File: config.mk
export PLATFORM = sky130hd
export DESIGN_NAME = mmio_port_bridge
export DESIGN_NICKNAME = d
export VERILOG_FILES = /design/src/rtl/mmio_pkg.sv /design/src/rtl/sync_fifo.sv /design/src/rtl/mmio_port_bridge.sv
export SDC_FILE = /design/constraint.sdc
export NUM_CORES = 1
export LEC_CHECK = 0
export CAP_MARGIN = 0
export CORE_UTILIZATION = 40
export DETAILED_ROUTE_END_ITERATION = 10
export GPL_ROUTABILITY_DRIVEN = 0
export MAX_ROUTING_LAYER = met4
export PLACE_DENSITY = 0.81
export SYNTH_ARGS = -nofsm -noshare
export SYNTH_HDL_FRONTEND = slang
export SYNTH_HIERARCHICAL = 1
export SYNTH_SLANG_ARGS = --single-unit
export TNS_END_PERCENT = 100
File: constraint.sdc
create_clock -name clk -period 5.5 [get_ports clk]
set_clock_uncertainty 0.1 [all_clocks]
set_input_delay 1.375 -clock clk [delete_from_list [all_inputs] [get_ports clk]]
set_output_delay 1.375 -clock clk [all_outputs]
set_load 0.01 [all_outputs]
File: src/rtl/mmio_pkg.sv
// Shared constants for the MMIO port bridge: register offsets, STATUS bit
// positions and the default window base address.
package mmio_pkg;

    typedef logic [1:0] io_off_t;

    localparam logic [31:0] DEFAULT_IO_BASE = 32'hFFFF_0000;

    // Word offsets inside the 16-byte window (Address[3:2])
    localparam io_off_t OFF_PORT_OUT = 2'd0;
    localparam io_off_t OFF_PORT_IN  = 2'd1;
    localparam io_off_t OFF_TX_DATA  = 2'd2;
    localparam io_off_t OFF_STATUS   = 2'd3;

    // STATUS register bit positions
    localparam int ST_FULL    = 0;
    localparam int ST_EMPTY   = 1;
    localparam int ST_CNT_LSB = 2;
    localparam int ST_IN_CHG  = 8;
    localparam int ST_OVF     = 9;

endpackage

File: src/rtl/sync_fifo.sv
// Single-clock circular-buffer FIFO. The head entry is presented from the
// storage registers, so it stays put until popped. A push into a full FIFO
// is only taken when a pop frees the head slot in the same cycle.
module sync_fifo #(
    parameter int DEPTH = 4,
    parameter int WIDTH = 8,
    localparam int PTR_W = $clog2(DEPTH),
    localparam int CW    = PTR_W + 1
) (
    input  logic             clk,
    input  logic             reset,
    input  logic             push,
    input  logic [WIDTH-1:0] din,
    input  logic             pop,
    output logic [WIDTH-1:0] dout,
    output logic             full,
    output logic             empty,
    output logic [CW-1:0]    count
);

    logic [WIDTH-1:0] r_mem [DEPTH];
    logic [PTR_W-1:0] r_wr_ptr;
    logic [PTR_W-1:0] r_rd_ptr;
    logic [CW-1:0]    r_count;
    logic             w_push;
    logic             w_pop;

    assign w_pop  = pop & ~empty;
    assign w_push = push & (~full | w_pop);

    // Pointer and occupancy bookkeeping; pointers wrap naturally (DEPTH is a power of two)
    always_ff @(posedge clk) begin
        if (!reset) begin
            r_wr_ptr <= '0;
            r_rd_ptr <= '0;
            r_count  <= '0;
        end else begin
            if (w_push) r_wr_ptr <= r_wr_ptr + 1'b1;
            if (w_pop)  r_rd_ptr <= r_rd_ptr + 1'b1;
            case ({w_push, w_pop})
                2'b10:   r_count <= r_count + 1'b1;
                2'b01:   r_count <= r_count - 1'b1;
                default: r_count <= r_count;
            endcase
        end
    end

    // Storage write; contents need no reset because count gates visibility
    always_ff @(posedge clk) begin
        if (w_push) r_mem[r_wr_ptr] <= din;
    end

    assign full  = (r_count == CW'(DEPTH));
    assign empty = (r_count == '0);
    assign count = r_count;
    assign dout  = empty ? '0 : r_mem[r_rd_ptr];

endmodule

File: src/rtl/mmio_port_bridge.sv
// MMIO bridge beside DataMemory: decodes a 16-byte I/O window, holds the
// PortOut register, synchronizes PortIn, and queues TX bytes for an external
// valid/ready consumer.
module mmio_port_bridge
    import mmio_pkg::*;
#(
    parameter logic [31:0] IO_BASE    = DEFAULT_IO_BASE,
    parameter int          FIFO_DEPTH = 4,
    parameter int          CNT_W      = 3
) (
    input  logic        clk,
    input  logic        reset,
    input  logic        MemWrite,
    input  logic        MemRead,
    input  logic [31:0] Address,
    input  logic [31:0] WriteData,
    output logic        IOSelect,
    output logic [31:0] ReadData,
    input  logic [7:0]  PortIn,
    output logic [31:0] PortOut,
    output logic [7:0]  TxData,
    output logic        TxValid,
    input  logic        TxReady
);

    logic             w_sel;
    io_off_t          w_off;
    logic             w_wr_en;
    logic             w_rd_en;
    logic             w_unused_addr;
    logic             w_push_req;
    logic             w_pop;
    logic             w_full;
    logic             w_empty;
    logic [CNT_W-1:0] w_count;
    logic             w_ovf_set;
    logic             w_chg_set;
    logic             w_status_wr;
    logic [31:0]      w_status;

    logic [31:0]      r_port_out;
    logic [7:0]       r_pin_s1;
    logic [7:0]       r_pin_sync;
    logic [7:0]       r_pin_prev;
    logic             r_in_chg;
    logic             r_ovf;

    // Window decode; byte lane bits are don't-care for word registers
    assign w_sel         = (Address[31:4] == IO_BASE[31:4]);
    assign w_off         = Address[3:2];
    assign w_unused_addr = ^Address[1:0];
    assign w_wr_en       = MemWrite & w_sel;
    assign w_rd_en       = MemRead & w_sel;
    assign IOSelect      = w_sel;

    assign w_push_req  = w_wr_en & (w_off == OFF_TX_DATA);
    assign w_status_wr = w_wr_en & (w_off == OFF_STATUS);
    assign w_pop       = TxValid & TxReady;
    assign w_ovf_set   = w_push_req & w_full & ~w_pop;
    assign w_chg_set   = (r_pin_sync != r_pin_prev);

    sync_fifo #(
        .DEPTH (FIFO_DEPTH),
        .WIDTH (8)
    ) u_tx_fifo (
        .clk   (clk),
        .reset (reset),
        .push  (w_push_req),
        .din   (WriteData[7:0]),
        .pop   (w_pop),
        .dout  (TxData),
        .full  (w_full),
        .empty (w_empty),
        .count (w_count)
    );

    assign TxValid = ~w_empty;

    // PortOut register, written by stores to PORT_OUT
    always_ff @(posedge clk) begin
        if (!reset) begin
            r_port_out <= '0;
        end else if (w_wr_en && (w_off == OFF_PORT_OUT)) begin
            r_port_out <= WriteData;
        end
    end

    assign PortOut = r_port_out;

    // Two-flop PortIn synchronizer plus a history flop for change detection
    always_ff @(posedge clk) begin
        if (!reset) begin
            r_pin_s1   <= '0;
            r_pin_sync <= '0;
            r_pin_prev <= '0;
        end else begin
            r_pin_s1   <= PortIn;
            r_pin_sync <= r_pin_s1;
            r_pin_prev <= r_pin_sync;
        end
    end

    // Sticky flags: a new event wins over a same-cycle write-1-to-clear
    always_ff @(posedge clk) begin
        if (!reset) begin
            r_in_chg <= 1'b0;
            r_ovf    <= 1'b0;
        end else begin
            if (w_chg_set)
                r_in_chg <= 1'b1;
            else if (w_status_wr && WriteData[ST_IN_CHG])
                r_in_chg <= 1'b0;

            if (w_ovf_set)
                r_ovf <= 1'b1;
            else if (w_status_wr && WriteData[ST_OVF])
                r_ovf <= 1'b0;
        end
    end

    // STATUS word assembly
    always_comb begin
        w_status                          = '0;
        w_status[ST_FULL]                 = w_full;
        w_status[ST_EMPTY]                = w_empty;
        w_status[ST_CNT_LSB +: CNT_W]     = w_count;
        w_status[ST_IN_CHG]               = r_in_chg;
        w_status[ST_OVF]                  = r_ovf;
    end

    // Combinational read mux, same-cycle like DataMemory; zero when not selected
    always_comb begin
        ReadData = '0;
        if (w_rd_en) begin
            case (w_off)
                OFF_PORT_OUT: ReadData = r_port_out;
                OFF_PORT_IN:  ReadData = {24'b0, r_pin_sync};
                OFF_TX_DATA:  ReadData = '0;
                OFF_STATUS:   ReadData = w_status;
                default:      ReadData = '0;
            endcase
        end
    end

endmodule

==> flow_summary.toml <==
[placement]
post_dp_cell_area_sq_um = 6050
dp_hpwl_microns = 7690
portBuffers = 148
dp_cells = 683

[cts]
root_buffer = "clkbuf_8"
cts_hold_buffers = 0
insertion_delay_ns = 0.36
cts_tree = "yes"
post_cts_buffers = 0
htreeDepth = 3
cts.sinks = 99
clockBufferDepth = 2
numCtsBuffers = 9
cts_resized = 0
clk_pin_slew_worst_paths_ns = 0.10

[drt]
wl_per_cell_microns = 14.4
drt_iter0_markers = 165
drt_wl_total_microns = 10100
drt-pass1-iter-count = 6
vias_per_cell = 4.86
drc = 0
vias = 3395
ant_nets = 0

[power_and_ir_drop]
peakVddDrop_mv = 0.143
p_total_mw = 1.31
power_density_nw_per_um2 = 209
p_leak_nw = 2.22

[die]
die_h_microns = 108
start_util_pct = 41.2
num_rows = 38
die_x_microns = 108
dieArea_sq_um = 11600
ioPinCount = 151
core_area_sq_um = 10800

[synthesis]
synth.distinct_cells = 51
yosysWarnings = 6
synthTopCellsByArea = "dfxtp_1 (30%), edfxtp_1 (22%), mux2i_1 (9.4%), and2_1 (7.4%), nand2_1 (6.0%)"
synth_top_area_share_pct = 30.0
syn_area_sq_um = 4460
syn_inst = 411
netlist.top_cell.by_area = "dfxtp_1"
ys_ff_latch = 99
syn-num-nets = 493
synth_ff_type = "dfxtp_1"
synth-edff-count = 32
syn_avg_cell_area_sq_um = 10.9
yosysSeqAreaShare_pct = 51.6
async_flop_share_pct = 0

[worst_setup_path]
end_kind = "output pin"
cp-start-kind = "input port"
worstPathCellList = "clkdlybuf4s50_1 > nand4_1 > or3_1 > or3_1 > nor2_1 > clkdlybuf4s50_1"
critPathSlowestCell = "clkdlybuf4s50_1"
cp.arrival_ns = 3.80
required_ns = 4.03
cp_slowest_stage_delay_ns = 0.58
worst-path-max-fanout = 10
critPathKind = "input port to output pin"

[global_routing]
grt_pass1_wl_microns = 15600
grt_pass1_vias = 3214
antenna_found_initial = 0
grt_max_degree = 50
grt_use_total_pct = 18.1
grt_overflow = 0

[run_status]
status = "finished clean"

[finish]
n_antenna_cell = 0
stdcell_count = 699
postLayoutCellArea_sq_um = 6240
multiInputGateArea_sq_um = 1980
fill_cells = 919
utilization_pct = 57.6
nNetsFinal = 636
area_growth_pct = 39.8
drive_above_1_share_pct = 8.77
seq_area_sq_um = 2300

[timing]
worstMarginPinSlew_ns = 0.880
max_freq_mhz = 190
hold_viol = 0
setup_viol = 0
max_slew_margin_pct = 41.0
grt_setup_unrepaired = "no"
setup-tns-final_ns = 0
slew_viol_final = 0
fin_crit_sh_pct = 95.9
finalCriticalPeriod_ns = 5.28

[hold_path]
hp-class = "flop to flop"

[run]
cap_violations = 0
[cell usage after synthesis (5+ instances only)]
library cell   n
inv_1         11
and2_1        53
nand2_1       71
xor2_1        11
dfxtp_1       67
nor2b_1        9
buf_6          5
nor2_1        19
mux2i_1       42
mux4_2         8
edfxtp_1      32
a21oi_1        7
clkbuf_1      14
[sequential cells by signal, indices dropped and copies added (netlist names), named ones only]
| signal | cells |
|---|---|
| PortOut | 32 |
| r_in_chg | 1 |
| r_ovf | 1 |
| r_pin_prev | 8 |
| r_pin_s1 | 8 |
| r_pin_sync | 8 |
| u_tx_fifo/count | 3 |
| u_tx_fifo/r_mem | 32 |
| u_tx_fifo/r_rd_ptr | 2 |
| u_tx_fifo/r_wr_ptr | 2 |
[layout make-up]
class | count | share of cell area [%]
clock buffers | 9 | 1.99
inverters | 11 | 0.662
well taps | 140 | 2.81
multi-input cells | 275 | 31.7
repair buffers | 158 | 24.9
flip-flops and latches | 99 | 36.9
clock inverters | 7 | 1.12
[per-stage QoR]
step	hold WS (ns)	setup WS, ns
global placement	0.318	0.259
finish	0.342	0.224
CTS	0.342	0.188
global route	0.364	0.110
floorplan	0.312	1.26
detailed placement	0.318	0.207
[worst max-delay path, delay by kind of cell]
family | cells | cell delay (ns)
buf+inv | 2 | 1.07
simple gates | 4 | 1.34
[power by group]
part / leakage, nW / internal [mW] / switching (mW) / total [mW]
Sequential: 0.831 / 0.760 / 0.00378 / 0.764
Combinational: 1.29 / 0.0610 / 0.0380 / 0.0989
Clock: 0.0960 / 0.178 / 0.266 / 0.444
[cells by family after synthesis]
logic type,after synthesis,synth area share [%]
xor+xnor,12,2.35
simple gates,185,23.1
flops,99,51.6
compound gates,23,3.76
fa+ha+maj,5,1.57
buf+inv,37,4.18
mux,50,13.5
[worst paths after layout]
kind,start,end,slack (ns),depth (start not counted)
worst max-delay path,Address[18],ReadData[4],0.22,6
worst min register to register,r_pin_s1[7]$_SDFF_PN0_,r_pin_sync[7]$_SDFF_PN0_,0.34,1
worst min-delay path,r_pin_s1[7]$_SDFF_PN0_,r_pin_sync[7]$_SDFF_PN0_,0.34,1
worst max register to register,u_tx_fifo/count[0]$_SDFFE_PN0P_,u_tx_fifo/count[2]$_SDFFE_PN0P_,2.74,9
[placed cells by master, fill, tap and decap left out, types with 2 or more instances in the layout]
| cell type | n |
|---|---|
| a31oi_1 | 2 |
| buf_4 | 10 |
| nor2b_1 | 9 |
| a21oi_1 | 7 |
| nand4_1 | 3 |
| inv_8 | 3 |
| mux4_2 | 8 |
| nand3_1 | 3 |
| o211ai_1 | 2 |
| nor2_1 | 19 |
| clkdlybuf4s50_1 | 147 |
| or3_1 | 3 |
| a22oi_1 | 2 |
| or2_2 | 3 |
| dfxtp_1 | 67 |
| ha_1 | 4 |
| and2_1 | 53 |
| nor3_1 | 3 |
| xor2_1 | 11 |
| inv_1 | 11 |
| mux2i_1 | 42 |
| nand2b_1 | 2 |
| nand2_1 | 71 |
| edfxtp_1 | 32 |
| nor4_4 | 3 |
| nor4_1 | 3 |
| clkbuf_8 | 9 |
[layer usage]
| metal | share of wire, % | vias up | track usage [%] |
|---|---|---|---|
| li1 | - | 1673 | - |
| met1 | 41 | 1593 | 20.3 |
| met2 | 53 | 121 | 32.3 |
| met3 | 5.5 | 8 | 3.93 |
| met4 | 0.86 | 0 | 4.79 |
| met5 | 0 | - | - |
Note: power is estimated with default switching activity, not from simulation.
